**src/rtl/uart_pkg.sv**
```systemverilog
// Shared definitions for the UART serial path.
//   state_t        : transmitter FSM states (IDLE, START, DATA, PARITY, STOP)
//   PARITY_*       : parity mode encodings for the PARITY_MODE parameter
//   BIT_IDX_W      : width of the data/stop bit index (covers up to 8 bits)
//   cnt_width()    : baud counter width for a given CLKS_PER_BIT
package uart_pkg;

  typedef enum logic [2:0] {
    IDLE   = 3'd0,
    START  = 3'd1,
    DATA   = 3'd2,
    PARITY = 3'd3,
    STOP   = 3'd4
  } state_t;

  localparam int PARITY_NONE = 0;
  localparam int PARITY_ODD  = 1;
  localparam int PARITY_EVEN = 2;

  localparam int BIT_IDX_W = 3;

  // clog2 of the divider, never narrower than one bit.
  function automatic int cnt_width(input int n);
    return (n <= 2) ? 1 : $clog2(n);
  endfunction

endpackage

```
**src/rtl/uart_baud_tick.sv**
```systemverilog
// Bit-period divider shared by the transmit and receive paths.
// Counts 0..CLKS_PER_BIT-1 and wraps; tick is high during the last cycle of
// each bit period.
//   clk     : system clock
//   rst     : asynchronous active-low reset (counter cleared)
//   restart : synchronous reload of the counter to 0
//   tick    : one-cycle pulse on the final cycle of a bit period
module uart_baud_tick
  import uart_pkg::*;
#(
  parameter int CLKS_PER_BIT = 434
) (
  input  logic clk,
  input  logic rst,
  input  logic restart,
  output logic tick
);

  localparam int              CW   = cnt_width(CLKS_PER_BIT);
  localparam logic [CW-1:0]   LAST = CW'(CLKS_PER_BIT - 1);

  logic [CW-1:0] cnt;

  assign tick = (cnt == LAST);

  always_ff @(posedge clk or negedge rst) begin
    if (!rst) begin
      cnt <= '0;
    end else if (restart || tick) begin
      cnt <= '0;
    end else begin
      cnt <= cnt + 1'b1;
    end
  end

endmodule

```
**src/rtl/uart_tx_serializer.sv**
```systemverilog
// UART transmitter: serializes one byte per handshake as
// start(0), data LSB first, optional parity, stop(1) bits.
//   clk      : system clock
//   rst      : asynchronous active-low reset; aborts any frame, tx forced high
//   in_data  : byte to send, sampled only on the accept cycle
//   in_valid : upstream has a byte
//   in_ready : high only in IDLE
//   tx       : registered serial line, idle high
//   busy     : high while a frame is on the line
//   done     : one-cycle pulse on the last cycle of the final stop bit
//
// Handshake: a transfer (accept) happens on a rising edge where
// in_valid && in_ready. in_ready does not depend on in_valid; in_valid may
// drop at any time without effect outside the accept cycle.
module uart_tx_serializer
  import uart_pkg::*;
#(
  parameter int CLKS_PER_BIT = 434,
  parameter int DATA_BITS    = 8,
  parameter int PARITY_MODE  = 0,
  parameter int STOP_BITS    = 1
) (
  input  logic                 clk,
  input  logic                 rst,
  input  logic [DATA_BITS-1:0] in_data,
  input  logic                 in_valid,
  output logic                 in_ready,
  output logic                 tx,
  output logic                 busy,
  output logic                 done
);

  generate
    if (CLKS_PER_BIT < 2) begin : g_bad_cpb
      $error("uart_tx_serializer: CLKS_PER_BIT must be >= 2");
    end
    if (DATA_BITS < 5 || DATA_BITS > 8) begin : g_bad_data
      $error("uart_tx_serializer: DATA_BITS must be 5..8");
    end
    if (PARITY_MODE < 0 || PARITY_MODE > 2) begin : g_bad_par
      $error("uart_tx_serializer: PARITY_MODE must be 0, 1 or 2");
    end
    if (STOP_BITS < 1 || STOP_BITS > 2) begin : g_bad_stop
      $error("uart_tx_serializer: STOP_BITS must be 1 or 2");
    end
  endgenerate

  localparam logic [BIT_IDX_W-1:0] LAST_DATA = BIT_IDX_W'(DATA_BITS - 1);
  localparam logic [BIT_IDX_W-1:0] LAST_STOP = BIT_IDX_W'(STOP_BITS - 1);

  state_t                 state, state_next;
  logic [DATA_BITS-1:0]   shift, shift_next;
  logic [BIT_IDX_W-1:0]   bit_idx, bit_next;
  logic                   par, par_next;
  logic                   tx_next;
  logic                   tick;
  logic                   restart;

  // Counter held at 0 while idle and reloaded on every state change, so each
  // state's first bit period is a full CLKS_PER_BIT long.
  assign restart = (state == IDLE) || (state_next != state);

  uart_baud_tick #(
    .CLKS_PER_BIT(CLKS_PER_BIT)
  ) u_baud (
    .clk    (clk),
    .rst    (rst),
    .restart(restart),
    .tick   (tick)
  );

  assign in_ready = (state == IDLE);
  assign busy     = (state != IDLE);

  always_comb begin
    state_next = state;
    shift_next = shift;
    bit_next   = bit_idx;
    par_next   = par;
    done       = 1'b0;
    unique case (state)
      IDLE: begin
        if (in_valid) begin
          state_next = START;
          shift_next = in_data;
          bit_next   = '0;
          par_next   = (PARITY_MODE == PARITY_ODD) ? ~(^in_data) : (^in_data);
        end
      end
      START: begin
        if (tick) begin
          state_next = DATA;
          bit_next   = '0;
        end
      end
      DATA: begin
        if (tick) begin
          shift_next = shift >> 1;
          if (bit_idx == LAST_DATA) begin
            state_next = (PARITY_MODE != PARITY_NONE) ? PARITY : STOP;
            bit_next   = '0;
          end else begin
            bit_next = bit_idx + 1'b1;
          end
        end
      end
      PARITY: begin
        if (tick) begin
          state_next = STOP;
          bit_next   = '0;
        end
      end
      STOP: begin
        if (tick) begin
          if (bit_idx == LAST_STOP) begin
            state_next = IDLE;
            done       = 1'b1;
          end else begin
            bit_next = bit_idx + 1'b1;
          end
        end
      end
      default: begin
        state_next = IDLE;
      end
    endcase
  end

  // tx is registered from the next-state view so the line changes on the
  // same edge as the state.
  always_comb begin
    tx_next = 1'b1;
    unique case (state_next)
      START:   tx_next = 1'b0;
      DATA:    tx_next = shift_next[0];
      PARITY:  tx_next = par_next;
      default: tx_next = 1'b1;
    endcase
  end

  always_ff @(posedge clk or negedge rst) begin
    if (!rst) begin
      state   <= IDLE;
      shift   <= '0;
      bit_idx <= '0;
      par     <= 1'b0;
      tx      <= 1'b1;
    end else begin
      state   <= state_next;
      shift   <= shift_next;
      bit_idx <= bit_next;
      par     <= par_next;
      tx      <= tx_next;
    end
  end

endmodule

```
**config.mk**
```make
export PLATFORM = sky130hd
export DESIGN_NAME = uart_tx_serializer
export DESIGN_NICKNAME = d
export VERILOG_FILES = /design/src/rtl/uart_pkg.sv /design/src/rtl/uart_baud_tick.sv /design/src/rtl/uart_tx_serializer.sv
export SDC_FILE = /design/constraint.sdc
export NUM_CORES = 1
export LEC_CHECK = 0
export ABC_CLOCK_PERIOD_IN_PS = 3300
export CORE_UTILIZATION = 42
export DETAILED_ROUTE_END_ITERATION = 8
export DONT_BUFFER_PORTS = 1
export SLEW_MARGIN = 20
export SYNTH_ARGS = -nofsm -noshare
export SYNTH_HDL_FRONTEND = slang
export SYNTH_SLANG_ARGS = --single-unit
```
**constraint.sdc**
```tcl
create_clock -name clk -period 3.3 [get_ports clk]
set_input_delay 0.495 -clock clk [delete_from_list [all_inputs] [get_ports clk]]
set_output_delay 0.495 -clock clk [all_outputs]
set_load 0.1 [all_outputs]
```
==> impl_metrics.json, run 1 <==
{
  "grt_pass1_wl_um": 4077,
  "finClkSkew_ns": 0.005583,
  "worst_pin_slew_ns": 0.6616,
  "post-route-drc-count": 0,
  "grt_max_degree": 26,
  "timing.slew.headroom_pct": 55.60,
  "timing.final.ws_setup_ns": 0.5617,
  "final_util_pct": 48.68,
  "antenna_found_initial": 0,
  "path_cells": "or4b_4 > or2_1 > nor3_4 > buf_4",
  "cts.path.max_buffers": 2,
  "cts_tree": "yes",
  "hold_buffers": 2,
  "grt_usage_pct": 15.94,
  "first_global_vias": 947,
  "pre_cts_slack_ns": 0.9240,
  "portBuffers": 0,
  "dpl.hpwl_um": 1788,
  "power_frac_comb_pct": 22.6,
  "drv_cap": 0,
  "die_y_um": 58.41,
  "cpMaxStageDelayCell": "or4b_4",
  "ys.warnings.count": 0,
  "overflow": 0,
  "die-area_um2": 3411,
  "cts_htree_levels": 1,
  "via_per_inst": 5.257,
  "final_cell_mix": "24 x dfrtp_1, 16 x nor2_1, 14 x inv_1, 10 x xnor2_1, 7 x nand2_1",
  "post-cts-setup-buffer-count": 0,
  "initial_core_util_pct": 44.13,
  "post_cts_resize_count": 0,
  "crit_type": "register to primary output",
  "setup_tns_ns": 0,
  "cp-start-kind": "register",
  "max_stage_delay_ns": 0.57,
  "clkTransAtPathRegs_ns": 0.14,
  "io_pins": 15,
  "synth_nets": 149,
  "run_status": "finished, final reports clean",
  "finalHoldViolCount": 0,
  "place_congestion": 0.8041,
  "rows": 20,
  "cts_root_buf": "clkbuf_4",
  "required_ns": 2.80,
  "cp_num_buf_inv": 1,
  "num_vias": 962,
  "rsz0062_at_grt": "false",
  "drt-pass1-iter-count": 9,
  "leakage_nw": 0.6846,
  "switching_share_pct": 32.82,
  "cts_buffers": 3,
  "endpoint_kind": "primary output",
  "areaGrowthSynthToFinish_pct": 10.30,
  "min_path_type": "primary input to register",
  "synth.cell_area_um2": 1336,
  "seqPwrFrac_pct": 58.6,
  "synth_cells": 133,
  "p_sw_w": 0.0002418,
  "drive_gt1_share_pct": 11.51,
  "wl_per_cell_um": 13.35,
  "p_clk_share_pct": 18.8,
  "ir_drop_uv": 320.2,
  "path_max_fanout": 7,
  "setup-violations-final": 0,
  "drt_wl_total_um": 2443,
  "critPathArrivalTime_ns": 2.24,
  "yosysSeqAreaShare_pct": 46.91,
  "power.density_nw_per_um2": 499.7,
  "syn-mean-instance-area_um2": 10.05,
  "nets": 156,
  "fmax_mhz": 365.2,
  "ant_nets": 0,
  "ys_ff_latch": 25,
  "insertion_delay_ns": 0.32,
  "drtIter0Drc": 61,
  "synth.distinct_cells": 35,
  "clkSinkCount": 25,
  "crit_family": "simple AND/OR/NAND/NOR gates",
  "die_w_um": 58.41,
  "layout_commonest_cell": "dfrtp_1",
  "period_needed_ns": 2.738,
  "coreArea_um2": 3028,
  "antenna_cells": 0,
  "intPower_w": 0.0004948,
  "fillers": 293,
  "period_share_pct": 82.98,
  "maxSlewViolCount": 0
}
==> Yosys cell counts <==
cell,count,area (um2)
a21o_1,1,7.510
a21oi_1,3,15.01
a222oi_1,6,60.06
a22o_1,1,8.760
a31oi_1,1,6.260
and3_1,1,6.260
buf_6,1,11.26
clkbuf_1,3,11.26
dfrtp_1,24,600.6
dfstp_2,1,26.28
ha_1,5,62.56
inv_1,14,52.55
mux2i_1,5,50.05
nand2_1,7,26.28
nand2b_1,2,12.51
nand3_1,4,20.02
nand3b_1,3,22.52
nand4_1,2,12.51
nor2_1,16,60.06
nor2b_1,2,12.51
nor3_1,3,15.01
nor4_4,1,21.27
nor4b_1,1,8.760
o21ai_0,4,20.02
o21ai_1,1,5.000
o21ai_2,1,8.760
o21bai_1,1,7.510
o2bb2ai_1,1,8.760
o32a_1,1,10.01
or2_1,1,6.260
or2_2,1,6.260
or3_1,1,6.260
or4b_4,1,13.76
xnor2_1,10,87.58
xor2_1,3,26.28
==> layer usage <==
metal | vias to the layer above | global-route usage (%) | wire length (um)
met5 | - | 0 | 0
met2 | 20 | 26.93 | 1185
li1 | 474 | - | -
met4 | 0 | 7.823 | 42
met1 | 463 | 19.41 | 1110
met3 | 5 | 3.297 | 104
==> state kept, by name, indices dropped and copies added (netlist names) <==
signal and count:
par 1, state 3, u_baud.cnt 9, tx 1
bit_idx 3, shift 8
==> through the flow <==
| stage | hold slack (ns) | cell area [um2] | std cells | power [W] |
|---|---|---|---|---|
| after floorplan | 0.1994 | 1341 | 133 | 0.0005592 |
| after global placement | 0.1999 | 1416 | 177 | 0.0005902 |
| after detailed placement | 0.2000 | 1416 | 177 | 0.0005955 |
| after CTS | 0.2966 | 1474 | 183 | 0.0007462 |
| after global routing | 0.2977 | 1474 | 183 | 0.0007828 |
| final | 0.3043 | 1474 | 183 | 0.0007366 |
==> worst paths after layout <==
kind	startpoint	to	slack, ns	depth (start not counted)
max	u_baud.cnt[3]	done	0.56	4
min	in_data[7]	shift[7]	0.30	1
max reg2reg	u_baud.cnt[3]	tx	1.24	5
min reg2reg	u_baud.cnt[0]	u_baud.cnt[0]	0.51	1
max in group asynchronous	rst	tx	2.49	2
min in group asynchronous	rst	state[2]	0.59	2
==> power groups by stage <==
stage	combinational [W]	clock, W	sequential [W]
2_1_floorplan	0.000139	0	0.000421
3_3_place_gp	0.000157	0	0.000433
3_5_place_dp	0.000159	0	0.000436
4_1_cts	0.000170	0.000145	0.000430
5_1_grt	0.000187	0.000155	0.000440
6_report	0.000167	0.000139	0.000431
==> worst reg2reg max path, stage by stage (launching register included) <==
cell	delay, ns
dfrtp_1	0.46
or4b_4	0.57
or2_1	0.37
o32a_1	0.39
o21bai_1	0.13
nand3b_1	0.09
==> cell type report <==
type	count	area [um2]	share of cell area, %
inverter	14	52.55	3.565
sequential	25	626.9	42.53
clock buffer	3	22.52	1.528
timing repair buffer	6	60.06	4.075
clock inverter	1	5.005	0.3396
tap	44	55.05	3.735
multi-input combinational	90	651.9	44.23
==> cells by family (layout without fill, tap and decap cells) <==
kind of cell / count (synthesis) / in the layout / share of synthesized area, %
AOI/OAI and AO/OA: 21 / 21 / 11.80
adders and majority gates: 5 / 5 / 4.682
xor gates and xnor gates: 13 / 13 / 8.521
muxes: 5 / 5 / 3.745
buffers and inverters: 18 / 24 / 5.618
DFF: 25 / 25 / 46.91
and+or+nand+nor: 46 / 46 / 18.73
(Power assumes the default switching activity.)
==> run 2, diff against run 1 <==
--- a/config.mk
+++ b/config.mk
@@ -5,7 +5,7 @@
 export SDC_FILE = /design/constraint.sdc
 export NUM_CORES = 1
 export LEC_CHECK = 0
-export ABC_CLOCK_PERIOD_IN_PS = 3300
+export ABC_CLOCK_PERIOD_IN_PS = 2820
 export CORE_UTILIZATION = 42
 export DETAILED_ROUTE_END_ITERATION = 8
 export DONT_BUFFER_PORTS = 1
==> constraint.sdc (replaced) <==
create_clock -name clk -period 2.82 [get_ports clk]
set_input_delay 0.423 -clock clk [delete_from_list [all_inputs] [get_ports clk]]
set_output_delay 0.423 -clock clk [all_outputs]
set_load 0.1 [all_outputs]
==> impl_metrics.json, run 2 (synthesized netlist as in run 1, its figures left out) <==
{
  "use_met3_pct": 5.055,
  "min_path_type": "primary input to register",
  "die_y_um": 58.41,
  "total_power_w": 0.0008624,
  "finClkSkew_ns": 0.01237,
  "grt_usage_pct": 15.76,
  "reg.largest.list": "u_baud.cnt: 9 flops, shift: 8 flops",
  "cpMaxStageDelayCell": "or4b_4",
  "cts.path.max_buffers": 2,
  "drt-pass1-iter-count": 5,
  "via_per_inst": 5.197,
  "antenna_cells": 0,
  "post-cts-setup-buffer-count": 0,
  "timing.slew.headroom_pct": 55.86,
  "period_needed_ns": 2.657,
  "endpoint_kind": "primary output",
  "post-route-drc-count": 0,
  "maxSlewViolCount": 0,
  "portBuffers": 0,
  "post_cts_resize_count": 0,
  "fmax_mhz": 376.4,
  "ir_drop_uv": 330.4,
  "insertion_delay_ns": 0.33,
  "drtIter0Drc": 60,
  "path_cells": "or4b_4 > or2_1 > nor3_4 > buf_4",
  "power.density_nw_per_um2": 585.1,
  "dpl.hpwl_um": 1698,
  "finalNonFillerCells": 183,
  "initial_core_util_pct": 44.13,
  "cts_root_buf": "clkbuf_4",
  "dp.cells": 177,
  "cts_tree": "yes",
  "drv_cap": 0,
  "final_area_um2": 1474,
  "max_stage_delay_ns": 0.58,
  "wl_per_cell_um": 12.91,
  "crit_type": "register to primary output",
  "cts_buffers": 3,
  "rsz0062_at_grt": "false",
  "die-area_um2": 3411,
  "coreArea_um2": 3028,
  "antenna_found_initial": 0,
  "regMostFlops": "u_baud.cnt",
  "io_pins": 15,
  "ant_nets": 0,
  "required_ns": 2.40,
  "timing.final.ws_setup_ns": 0.1632,
  "layout_commonest_cell": "dfrtp_1",
  "num_vias": 951,
  "drt_wl_total_um": 2362,
  "areaGrowthSynthToFinish_pct": 10.30,
  "first_global_vias": 890,
  "run_status": "finished, final reports clean",
  "clkTransAtPathRegs_ns": 0.13,
  "nets": 156,
  "setup-violations-final": 0,
  "grt_pass1_wl_um": 4015,
  "leakage_nw": 0.6846,
  "path_max_fanout": 7,
  "grt_use_met2_pct": 24.47,
  "cts_htree_levels": 1,
  "worst_pin_slew_ns": 0.6576,
  "setup_tns_ns": 0,
  "placed_cell_area_um2": 1416,
  "cp-start-kind": "register",
  "period_share_pct": 94.21,
  "pre_cts_slack_ns": 0.5321,
  "clkSinkCount": 25,
  "finalHoldViolCount": 0,
  "largest_reg_flops": 9,
  "drive_gt1_share_pct": 11.51,
  "grt_busiest_layer": "met2",
  "final_cell_mix": "24 x dfrtp_1, 16 x nor2_1, 14 x inv_1, 10 x xnor2_1, 7 x nand2_1",
  "critPathArrivalTime_ns": 2.23,
  "grt_max_degree": 26,
  "overflow": 0,
  "rows": 20,
  "die_w_um": 58.41,
  "place_congestion": 0.7326,
  "met1_usage_pct": 20.99
}
==> run 2: cell counts in the layout (fill, tap and decap cells not counted) <==
No cell type changed its count.
==> run 2: repair_timing <==
action,4_1_cts,5_1_grt
hold buffers,2,0
endpoints found under the setup margin,0,0
hold endpoints to repair,25,0
==> run 2: layer usage <==
| layer | vias to the layer above | share of wire, % | wire [um] |
|---|---|---|---|
| li1 | 470 | - | - |
| met1 | 460 | 47 | 1116 |
| met2 | 19 | 47 | 1102 |
| met3 | 2 | 5.3 | 125 |
| met4 | 0 | 0.72 | 17 |
| met5 | - | 0 | 0 |
==> run 2: worst max-delay path: cells and delay by family (launching register included) <==
kind,cells,cell delay (ns)
buffers and inverters,1,0.30
flip-flops,1,0.45
AND/OR/NAND/NOR,3,1.17
==> run 2: worst paths after layout <==
kind	start	to	slack [ns]	depth (start not counted)
setup / recovery	u_baud.cnt[3]	done	0.16	4
hold / removal	in_data[7]	shift[7]	0.24	1
setup reg to reg	u_baud.cnt[3]	tx	0.73	5
hold reg to reg	shift[3]	shift[3]	0.50	2
max in group asynchronous	rst	tx	2.10	2
min in group asynchronous	rst	state[1]	0.50	2
==> run 2: where the power goes <==
part           switching [W]  internal (W)
clock network       0.000109     0.0000532
logic               0.000104     0.0000929
registers          0.0000698      0.000434
==> run 2: stage by stage <==
step	util [%]	hold WS (ns)
finish	48.68	0.2364
detailed placement	46.78	0.1280
global route	48.68	0.2128
CTS	48.68	0.2242
global placement	46.78	0.1279
floorplan	-	0.1274
==> run 2: cell type report <==
type                       count  area [um2]
fill                         284        1554
multi-input combinational     90       651.9
sequential                    25       626.9
timing repair buffer           6       60.06
tap                           44       55.05
inverter                      14       52.55
clock buffer                   3       22.52
clock inverter                 1       5.005
